===== src/rtl/link_stack_pkg.sv =====
`default_nettype none
// ============================================================================
// Module      : link_pkg
// Description : Shared types and constants for the link_stack return-address
//               stack: default address width, count-width helper, reset value
//               and the push/pop operation encoding.
// Revision    : 1.0 - initial release
// ============================================================================
package link_pkg;

    localparam int ADDR_W     = 8;
    localparam int LR_RST_VAL = 0;

    // {pop, push} packed into a two-bit operation code.
    typedef enum logic [1:0] {
        OP_NONE = 2'b00,
        OP_PUSH = 2'b01,
        OP_POP  = 2'b10,
        OP_SWAP = 2'b11   // simultaneous push+pop: tail call
    } op_e;

    // Count must represent 0..DEPTH inclusive, hence one extra bit.
    function automatic int cnt_w(input int depth);
        return $clog2(depth) + 1;
    endfunction

endpackage
`default_nettype wire


===== src/rtl/link_stack_if.sv =====
`default_nettype none
// ============================================================================
// Module      : link_stack_if
// Description : Call/return bus of the link stack.
//               master : drives push/push_addr/pop/clr_err, observes status.
//               slave  : the stack itself.
//               Status: top, ret_addr, ret_valid, count, empty, full, ovf, unf.
// Revision    : 1.0 - initial release
// ============================================================================
interface link_stack_if
    import link_pkg::*;
#(
    parameter int DEPTH = 8,
    parameter int AW    = ADDR_W
);
    localparam int CW = cnt_w(DEPTH);

    logic          push;
    logic [AW-1:0] push_addr;
    logic          pop;
    logic          clr_err;
    logic [AW-1:0] top;
    logic [AW-1:0] ret_addr;
    logic          ret_valid;
    logic [CW-1:0] count;
    logic          empty;
    logic          full;
    logic          ovf;
    logic          unf;

    modport master (
        output push, push_addr, pop, clr_err,
        input  top, ret_addr, ret_valid, count, empty, full, ovf, unf
    );

    modport slave (
        input  push, push_addr, pop, clr_err,
        output top, ret_addr, ret_valid, count, empty, full, ovf, unf
    );

endinterface
`default_nettype wire


===== src/rtl/link_stack_mem.sv =====
`default_nettype none
// ============================================================================
// Module      : link_stack_mem
// Description : DEPTH x AW register array, one synchronous write port and one
//               asynchronous read port, cleared by the active-low reset.
//   clk, rst             : clock, async active-low clear
//   we_i/waddr_i/wdata_i : write port
//   raddr_i/rdata_o      : combinational read port
// Revision    : 1.0 - initial release
// ============================================================================
module link_stack_mem
    import link_pkg::*;
#(
    parameter int DEPTH = 8,
    parameter int AW    = ADDR_W
) (
    input  logic                     clk,
    input  logic                     rst,
    input  logic                     we_i,
    input  logic [$clog2(DEPTH)-1:0] waddr_i,
    input  logic [AW-1:0]            wdata_i,
    input  logic [$clog2(DEPTH)-1:0] raddr_i,
    output logic [AW-1:0]            rdata_o
);

    logic [AW-1:0] mem_q [DEPTH];

    always_ff @(posedge clk or negedge rst) begin
        if (!rst) begin
            for (int i = 0; i < DEPTH; i++) begin
                mem_q[i] <= AW'(LR_RST_VAL);
            end
        end else if (we_i) begin
            mem_q[waddr_i] <= wdata_i;
        end
    end

    assign rdata_o = mem_q[raddr_i];

endmodule
`default_nettype wire


===== src/rtl/link_stack.sv =====
`default_nettype none
// ============================================================================
// Module      : link_stack
// Description : Hardware return-address stack. Push stores a link address,
//               pop returns the top entry through a registered ret_addr with
//               a one-cycle ret_valid pulse. Sticky ovf/unf error flags.
//   clk : system clock
//   rst : asynchronous active-low reset
//   bus : link_stack_if.slave (push, push_addr, pop, clr_err in;
//         top, ret_addr, ret_valid, count, empty, full, ovf, unf out)
// Revision    : 1.0 - initial release
// ============================================================================
module link_stack
    import link_pkg::*;
#(
    parameter int DEPTH        = 8,
    parameter int AW           = ADDR_W,
    parameter bit WRAP_ON_FULL = 1'b1
) (
    input  logic         clk,
    input  logic         rst,
    link_stack_if.slave  bus
);

    localparam int PW = $clog2(DEPTH);
    localparam int CW = cnt_w(DEPTH);

    logic [PW-1:0] head_q, head_d;
    logic [CW-1:0] count_q, count_d;
    logic [AW-1:0] ret_addr_q, ret_addr_d;
    logic          ret_valid_q, ret_valid_d;
    logic          ovf_q, ovf_d;
    logic          unf_q, unf_d;

    logic          mem_we;
    logic [PW-1:0] mem_waddr;
    logic [PW-1:0] top_idx;
    logic [AW-1:0] mem_rdata;
    logic [AW-1:0] top_val;
    logic          is_empty;
    logic          is_full;
    op_e           op;

    // head points at the next free slot; the top lives one below it and the
    // PW-bit subtraction wraps naturally because DEPTH is a power of two.
    assign top_idx  = head_q - 1'b1;
    assign is_empty = (count_q == '0);
    assign is_full  = (count_q == CW'(DEPTH));
    assign top_val  = is_empty ? AW'(LR_RST_VAL) : mem_rdata;
    assign op       = op_e'({bus.pop, bus.push});

    link_stack_mem #(
        .DEPTH (DEPTH),
        .AW    (AW)
    ) u_mem (
        .clk     (clk),
        .rst     (rst),
        .we_i    (mem_we),
        .waddr_i (mem_waddr),
        .wdata_i (bus.push_addr),
        .raddr_i (top_idx),
        .rdata_o (mem_rdata)
    );

    always_comb begin
        head_d      = head_q;
        count_d     = count_q;
        ret_addr_d  = ret_addr_q;
        ret_valid_d = 1'b0;
        // Clear first so a same-cycle error below re-sets the flag.
        ovf_d       = ovf_q & ~bus.clr_err;
        unf_d       = unf_q & ~bus.clr_err;
        mem_we      = 1'b0;
        mem_waddr   = head_q;

        unique case (op)
            OP_PUSH: begin
                if (!is_full) begin
                    mem_we  = 1'b1;
                    head_d  = head_q + 1'b1;
                    count_d = count_q + 1'b1;
                end else begin
                    ovf_d = 1'b1;
                    // Circular mode: writing at head overwrites the oldest.
                    if (WRAP_ON_FULL) begin
                        mem_we = 1'b1;
                        head_d = head_q + 1'b1;
                    end
                end
            end
            OP_POP: begin
                if (!is_empty) begin
                    ret_addr_d  = top_val;
                    ret_valid_d = 1'b1;
                    head_d      = head_q - 1'b1;
                    count_d     = count_q - 1'b1;
                end else begin
                    unf_d = 1'b1;
                end
            end
            OP_SWAP: begin
                if (!is_empty) begin
                    // Tail call: replace the top in place, depth unchanged.
                    ret_addr_d  = top_val;
                    ret_valid_d = 1'b1;
                    mem_we      = 1'b1;
                    mem_waddr   = top_idx;
                end else begin
                    unf_d   = 1'b1;
                    mem_we  = 1'b1;
                    head_d  = head_q + 1'b1;
                    count_d = count_q + 1'b1;
                end
            end
            default: ;
        endcase
    end

    always_ff @(posedge clk or negedge rst) begin
        if (!rst) begin
            head_q      <= '0;
            count_q     <= '0;
            ret_addr_q  <= AW'(LR_RST_VAL);
            ret_valid_q <= 1'b0;
            ovf_q       <= 1'b0;
            unf_q       <= 1'b0;
        end else begin
            head_q      <= head_d;
            count_q     <= count_d;
            ret_addr_q  <= ret_addr_d;
            ret_valid_q <= ret_valid_d;
            ovf_q       <= ovf_d;
            unf_q       <= unf_d;
        end
    end

    assign bus.top       = top_val;
    assign bus.ret_addr  = ret_addr_q;
    assign bus.ret_valid = ret_valid_q;
    assign bus.count     = count_q;
    assign bus.empty     = is_empty;
    assign bus.full      = is_full;
    assign bus.ovf       = ovf_q;
    assign bus.unf       = unf_q;

endmodule
`default_nettype wire


===== src/flat_wrapper.sv =====
// flat-port wrapper written by rule: the top's interface ports become plain ports
module link_stack_flat import link_pkg::*;
#(
    parameter int DEPTH        = 8,
    parameter int AW           = ADDR_W,
    parameter bit WRAP_ON_FULL = 1'b1
)
  (clk, rst, bus_push, bus_push_addr, bus_pop, bus_clr_err, bus_top, bus_ret_addr, bus_ret_valid, bus_count, bus_empty, bus_full, bus_ovf, bus_unf);
  link_stack_if #(.DEPTH(DEPTH), .AW(AW)) bus_i ();
  input  logic clk;
  input  logic rst;
  input wire logic [$bits(bus_i.push)-1:0] bus_push;
  input wire logic [$bits(bus_i.push_addr)-1:0] bus_push_addr;
  input wire logic [$bits(bus_i.pop)-1:0] bus_pop;
  input wire logic [$bits(bus_i.clr_err)-1:0] bus_clr_err;
  output wire logic [$bits(bus_i.top)-1:0] bus_top;
  output wire logic [$bits(bus_i.ret_addr)-1:0] bus_ret_addr;
  output wire logic [$bits(bus_i.ret_valid)-1:0] bus_ret_valid;
  output wire logic [$bits(bus_i.count)-1:0] bus_count;
  output wire logic [$bits(bus_i.empty)-1:0] bus_empty;
  output wire logic [$bits(bus_i.full)-1:0] bus_full;
  output wire logic [$bits(bus_i.ovf)-1:0] bus_ovf;
  output wire logic [$bits(bus_i.unf)-1:0] bus_unf;
  assign bus_i.push = bus_push;
  assign bus_i.push_addr = bus_push_addr;
  assign bus_i.pop = bus_pop;
  assign bus_i.clr_err = bus_clr_err;
  assign bus_top = bus_i.top;
  assign bus_ret_addr = bus_i.ret_addr;
  assign bus_ret_valid = bus_i.ret_valid;
  assign bus_count = bus_i.count;
  assign bus_empty = bus_i.empty;
  assign bus_full = bus_i.full;
  assign bus_ovf = bus_i.ovf;
  assign bus_unf = bus_i.unf;
  link_stack #(.DEPTH(DEPTH), .AW(AW), .WRAP_ON_FULL(WRAP_ON_FULL)) u_core (.clk(clk), .rst(rst), .bus(bus_i));
endmodule

===== config.mk =====
export PLATFORM = sky130hd
export DESIGN_NAME = link_stack_flat
export DESIGN_NICKNAME = d
export VERILOG_FILES = /design/src/rtl/link_stack_pkg.sv /design/src/rtl/link_stack_if.sv /design/src/rtl/link_stack_mem.sv /design/src/rtl/link_stack.sv /design/src/flat_wrapper.sv
export SDC_FILE = /design/constraint.sdc
export NUM_CORES = 1
export LEC_CHECK = 0
export CAP_MARGIN = 20
export CORE_AREA = 2 2 105 107
export DETAILED_ROUTE_END_ITERATION = 16
export DIE_AREA = 0 0 107 109
export DONT_BUFFER_PORTS = 1
export GPL_ROUTABILITY_DRIVEN = 1
export GPL_TIMING_DRIVEN = 1
export SYNTH_ARGS = -nofsm -noshare
export SYNTH_HDL_FRONTEND = slang
export SYNTH_SLANG_ARGS = --single-unit

===== constraint.sdc =====
create_clock -name clk -period 7.6 [get_ports clk]
set_input_delay 0.76 -clock clk [delete_from_list [all_inputs] [get_ports clk]]
set_output_delay 0.76 -clock clk [all_outputs]
set_load 0.005 [all_outputs]

# After elaboration in Yosys (flattened, before gate mapping)
# Index checks and enable logic that the tools add are counted.
# totals
inputBits	13
ff_bits	82
wordCells	64
# op_classes
n_lt_le_gt_ge	3
n_reduce_logical	8
n_bitwise	6
n_eq_ne	7
add_sub_neg	4
muxes	22
# ops
cell	n
64-bit bitwise mux	1
8-bit 2-to-1 mux	4
8-bit binary-select mux with 3-bit select	1
8-bit demux with 3-bit select	1
4-bit 2-to-1 mux	3
4-bit one-hot mux with 3 select lines	1
3-bit 2-to-1 mux	3
3-bit one-hot mux with 3 select lines	1
4-bit greater-or-equal comparator, second input constant	2
3-bit inverter with 4-bit output	2
1-bit 2-to-1 mux	7
4-bit by 1-bit adder with 4-bit output, second input constant	1
2-bit == test, second input constant	2
4-bit == test, second input constant	1
4-bit zero test	1
4-bit by 1-bit less-than comparator with 1-bit output, second input constant	1
2-bit != test, second input constant	2
2-bit AND reduction	2
4-bit AND reduction	1
2-bit OR reduction	2
4-bit by 1-bit subtractor with 4-bit output, second input constant	1
3-bit by 1-bit adder with 3-bit output, second input constant	1
3-bit nonzero test	1
3-bit by 1-bit subtractor with 3-bit output, second input constant	1
5 further kinds	7

# Longest topological paths before layout
# logic_depth
depth_word	9
ltp_mapped	11
mapped_depth_nobuf	7

# Modules after synthesis
# A second synthesis with hierarchy kept.
# unflattened
cells_unflattened	282
hier_area_um2	4013.8
# by_module_without_submodules
mod	cells_each	instances	area_each_um2	seq_area_each_um2
link_stack_mem	172	1	2992.9	1601.5
link_stack	110	1	1021.0	450.4

# Worst setup path after synthesis
# OpenSTA, ideal clock, no wires.
# synth_timing
path_type	register to output
startpoint	register u_core.head_q[0]
endpoint	output bus_top[7]
path_slack_ns	3.952
t_arrival_ns	2.888
n_path_buf	5
path_stages_with_launch	12
path_cell_list	dfrtp_1 -> clkbuf_1 -> clkinv_1 -> clkbuf_1 -> ha_1 -> clkbuf_1 -> clkbuf_1 -> clkbuf_1 -> mux2i_1 -> nand3_1 -> nand4_1 -> nor2_1
# synth_via
elab_chain_cells	6
# synth_lines
item	line	rtl
start: declaration	link_stack.sv:28	logic [PW-1:0] head_q, head_d;
start signal: assignment	link_stack.sv:121	head_q <= '0;
start signal: assignment	link_stack.sv:128	head_q <= head_d;
3-bit by 1-bit subtractor with 3-bit output	link_stack.sv:46	assign top_idx = head_q - 1'b1;
3-bit inverter with 4-bit output (implied by the code)	link_stack_mem.sv:38	assign rdata_o = mem_q[raddr_i];
8-bit binary-select mux with 3-bit select	link_stack_mem.sv:38	
8-bit 2-to-1 mux (implied by the code) (2 in series)	link_stack_mem.sv:38	
8-bit 2-to-1 mux	link_stack.sv:49	assign top_val = is_empty ? AW'(LR_RST_VAL) : mem_rdata;
end: declaration	flat_wrapper.sv:16	output wire logic [$bits(bus_i.top)-1:0] bus_top;
# Every way passes these cells. The select of a mux whose other input is x is not followed.

# Worst setup path in the final report
# layout_timing
startpoint	register u_core.head_q[0]
endpoint	output bus_top[3]
# The elaborated chain is that of the path after synthesis.

==> results.json <==
{
  "synth_fa_ha_area_share_pct": 0.919,
  "cts-htree-levels": 3,
  "synth_edf_count": 0,
  "post_cts.repair.setup_buffers": 0,
  "num_vias": 2663,
  "synth_cell_type_count": 37,
  "routedWlPerCell_um": 18.2,
  "leakagePower_nw": 1.90,
  "finalCriticalPeriod_ns": 4.36,
  "combPwrFrac_pct": 48.2,
  "gp_congestion": 0.811,
  "drt_wl_total_um": 8680,
  "clk_path_buf_depth": 2,
  "die_area_mm2": 0.0117,
  "port_buffers": 0,
  "ir_worst_vdd_mv": 0.192,
  "cts_resized": 0,
  "synth_compound_area_share_pct": 7.99,
  "relSlewSlack_pct": 33.9,
  "place_inst": 459,
  "synth-seq-cells": 82,
  "share_seq_of_total_power_pct": 37.4,
  "ioPinCount": 38,
  "ant_nets": 0,
  "cts_tree": "yes",
  "syn_inst": 340,
  "synth_top_family_by_area": "multiplexers",
  "status": "complete, no violations",
  "cts_sinks": 82,
  "async_reset_ff_share_pct": 100,
  "drc_errors": 0,
  "rows": 38,
  "hold_path.class": "in -> async",
  "skew_ns": 0.0101,
  "core_area_mm2": 0.0106,
  "powerDensity_mw_per_mm2": 502,
  "finalSetupViolCount": 0,
  "internal_power_mw": 1.33,
  "p_sw_mw": 0.904,
  "die_y_um": 109,
  "final_max_slew_viol_count": 0,
  "clk_pin_slew_worst_paths_ns": 0.08,
  "nets": 349,
  "fmax_mhz": 230,
  "cts_root_buf": "clkbuf_8",
  "synth-seq-area-share_pct": 50.2,
  "syn_avg_cell_area_um2": 12.0,
  "viasPerCell": 5.57,
  "power_frac_clock_pct": 14.4,
  "area_delta_synth_final_pct": 8.82,
  "synth_top_area_cell": "dfrtp_1",
  "syn_nets": 356,
  "fill_cells": 992,
  "worst_setup_path_start_kind": "register",
  "cts_hold_buf": 0,
  "path_class": "reg -> out",
  "initial_core_util_pct": 38.5,
  "drt_first_pass_iters": 4,
  "grt_pass1_vias": 2595,
  "antenna_cells": 0,
  "grtUsageTotal_pct": 15.7,
  "switching_share_pct": 40.5,
  "synth_common_cells": "dfrtp_1, mux2_2, nand3_1",
  "worst-path-max-fanout": 23,
  "grt_overflow": 0,
  "cts_buffers": 9,
  "grt_pass1_wl_um": 14000,
  "clk_latency_ns": 0.35,
  "ys.warnings.count": 0,
  "synth_xor_area_share_pct": 1.50,
  "end_kind": "output pin",
  "cp.arrival_ns": 3.60,
  "synth.area.top_cells": "dfrtp_1, mux2_2, mux2i_1",
  "drv_cap": 0,
  "layout.cells.non_filler": 478,
  "min_period_over_period_pct": 57.3,
  "grt_max_degree": 83,
  "netlist_area_mm2": 0.00409,
  "required_ns": 6.84,
  "dp_hpwl_um": 6010,
  "worstMarginPinSlew_ns": 0.979,
  "ys.flop_type": "dfrtp_1",
  "yosys.area_share.simple_pct": 11.0,
  "rsz0062_at_grt": "false",
  "fin_tns_setup_ns": 0,
  "yosysTopAreaCellShare_pct": 50.2,
  "synth.most_common_cell": "dfrtp_1",
  "layout-drive-gt1-share_pct": 27.8,
  "synth_mux_area_share_pct": 25.5,
  "drtIter0Drc": 233,
  "p_total_mw": 2.23,
  "die_width_um": 107,
  "worst_hold_slack_ns": 0.0927,
  "final-hold-violation-count": 0,
  "antenna_found_initial": 0
}
==> metal layers <==
metal	track usage, %	share of wire [%]
met1	21.3	48
met2	24.0	45
met3	4.84	6.5
met4	5.01	0.28
met5	0	0
==> sequential cells by signal, summed over array words and instances (netlist names) <==
signal and flops:
u_core.bus.count 4, u_core.bus.ovf 1, u_core.bus.ret_addr 8, u_core.bus.ret_valid 1, u_core.bus.unf 1, u_core.head_q 3
u_core.u_mem.mem_q 64
==> power groups by stage <==
stage | clock (mW) | combinational, mW | sequential [mW]
CTS | 0.334 | 1.05 | 0.837
global placement | 0 | 1.03 | 0.843
finish | 0.322 | 1.08 | 0.836
detailed placement | 0 | 1.05 | 0.845
global route | 0.350 | 1.18 | 0.871
floorplan | 0 | 0.899 | 0.747
==> critical path, stage by stage, from the launching register on <==
cell      delay (ns)
dfrtp_1         0.79
clkinv_1        0.58
ha_2            0.93
buf_16          0.25
mux2i_1         0.30
nand3_1         0.11
nand4_1         0.18
nor2_1          0.08
==> cell families (layout without fill, tap and decap cells) <==
| group | Yosys count | count (layout) |
|---|---|---|
| muxes | 96 | 96 |
| adders and majority gates | 3 | 3 |
| DFF | 82 | 82 |
| AOI/OAI and AO/OA | 33 | 33 |
| buffers and inverters | 31 | 29 |
| and+or+nand+nor | 88 | 88 |
| xor gates and xnor gates | 7 | 7 |
==> path summary, 6_finish.rpt <==
path | slack, ns | startpoint | depth (start not counted) | to
max | 3.24 | u_core.head_q[0]$_DFFE_PN0P_ | 7 | bus_top[3]
min | 0.09 | rst | 0 | u_core.bus.count[2]$_DFFE_PN0P_
max reg2reg | 3.57 | u_core.head_q[0]$_DFFE_PN0P_ | 7 | u_core.u_mem.mem_q[1]$_DFFE_PN0P_
min reg2reg | 0.51 | u_core.u_mem.mem_q[36]$_DFFE_PN0P_ | 1 | u_core.u_mem.mem_q[36]$_DFFE_PN0P_
max in group asynchronous | 7.37 | rst | 0 | u_core.u_mem.mem_q[36]$_DFFE_PN0P_
min in group clk | 0.51 | u_core.u_mem.mem_q[36]$_DFFE_PN0P_ | 1 | u_core.u_mem.mem_q[36]$_DFFE_PN0P_
==> layout make-up <==
cell class | count | area [um^2] | area share [%]
tap | 140 | 175 | 3.94
clock buffer | 12 | 155 | 3.49
multi-input combinational | 227 | 1920 | 43.2
inverter | 7 | 26.3 | 0.591
sequential | 82 | 2050 | 46.1
timing repair buffer | 6 | 65.1 | 1.46
clock inverter | 4 | 50.0 | 1.13
==> metrics by stage <==
step	utilization, %	setup slack (ns)	instance area (um^2)
final	41.9	3.24	4450
after global placement	39.6	3.46	4200
after CTS	41.5	3.07	4400
after floorplan	-	3.95	4090
after detailed placement	39.6	3.42	4200
after global routing	41.9	2.96	4450
==> cells in the final DEF, fill, tap and decap left out, types with 2 or more instances in the layout <==
master      instances
nand2_1            13
mux2i_1            32
o41ai_4             5
o21ai_0            13
buf_4               4
nand4_1            12
nand2b_1            3
clkbuf_8           11
clkinvlp_4          2
nor2_1             13
nor4b_1             2
mux2_2             64
nor3_1              2
nor4_1              5
xnor2_1             6
a41oi_1             3
ha_1                2
dfrtp_1            82
a21oi_1             3
inv_1               5
nand3_1            33
Note: power is estimated with default switching activity, not from simulation.
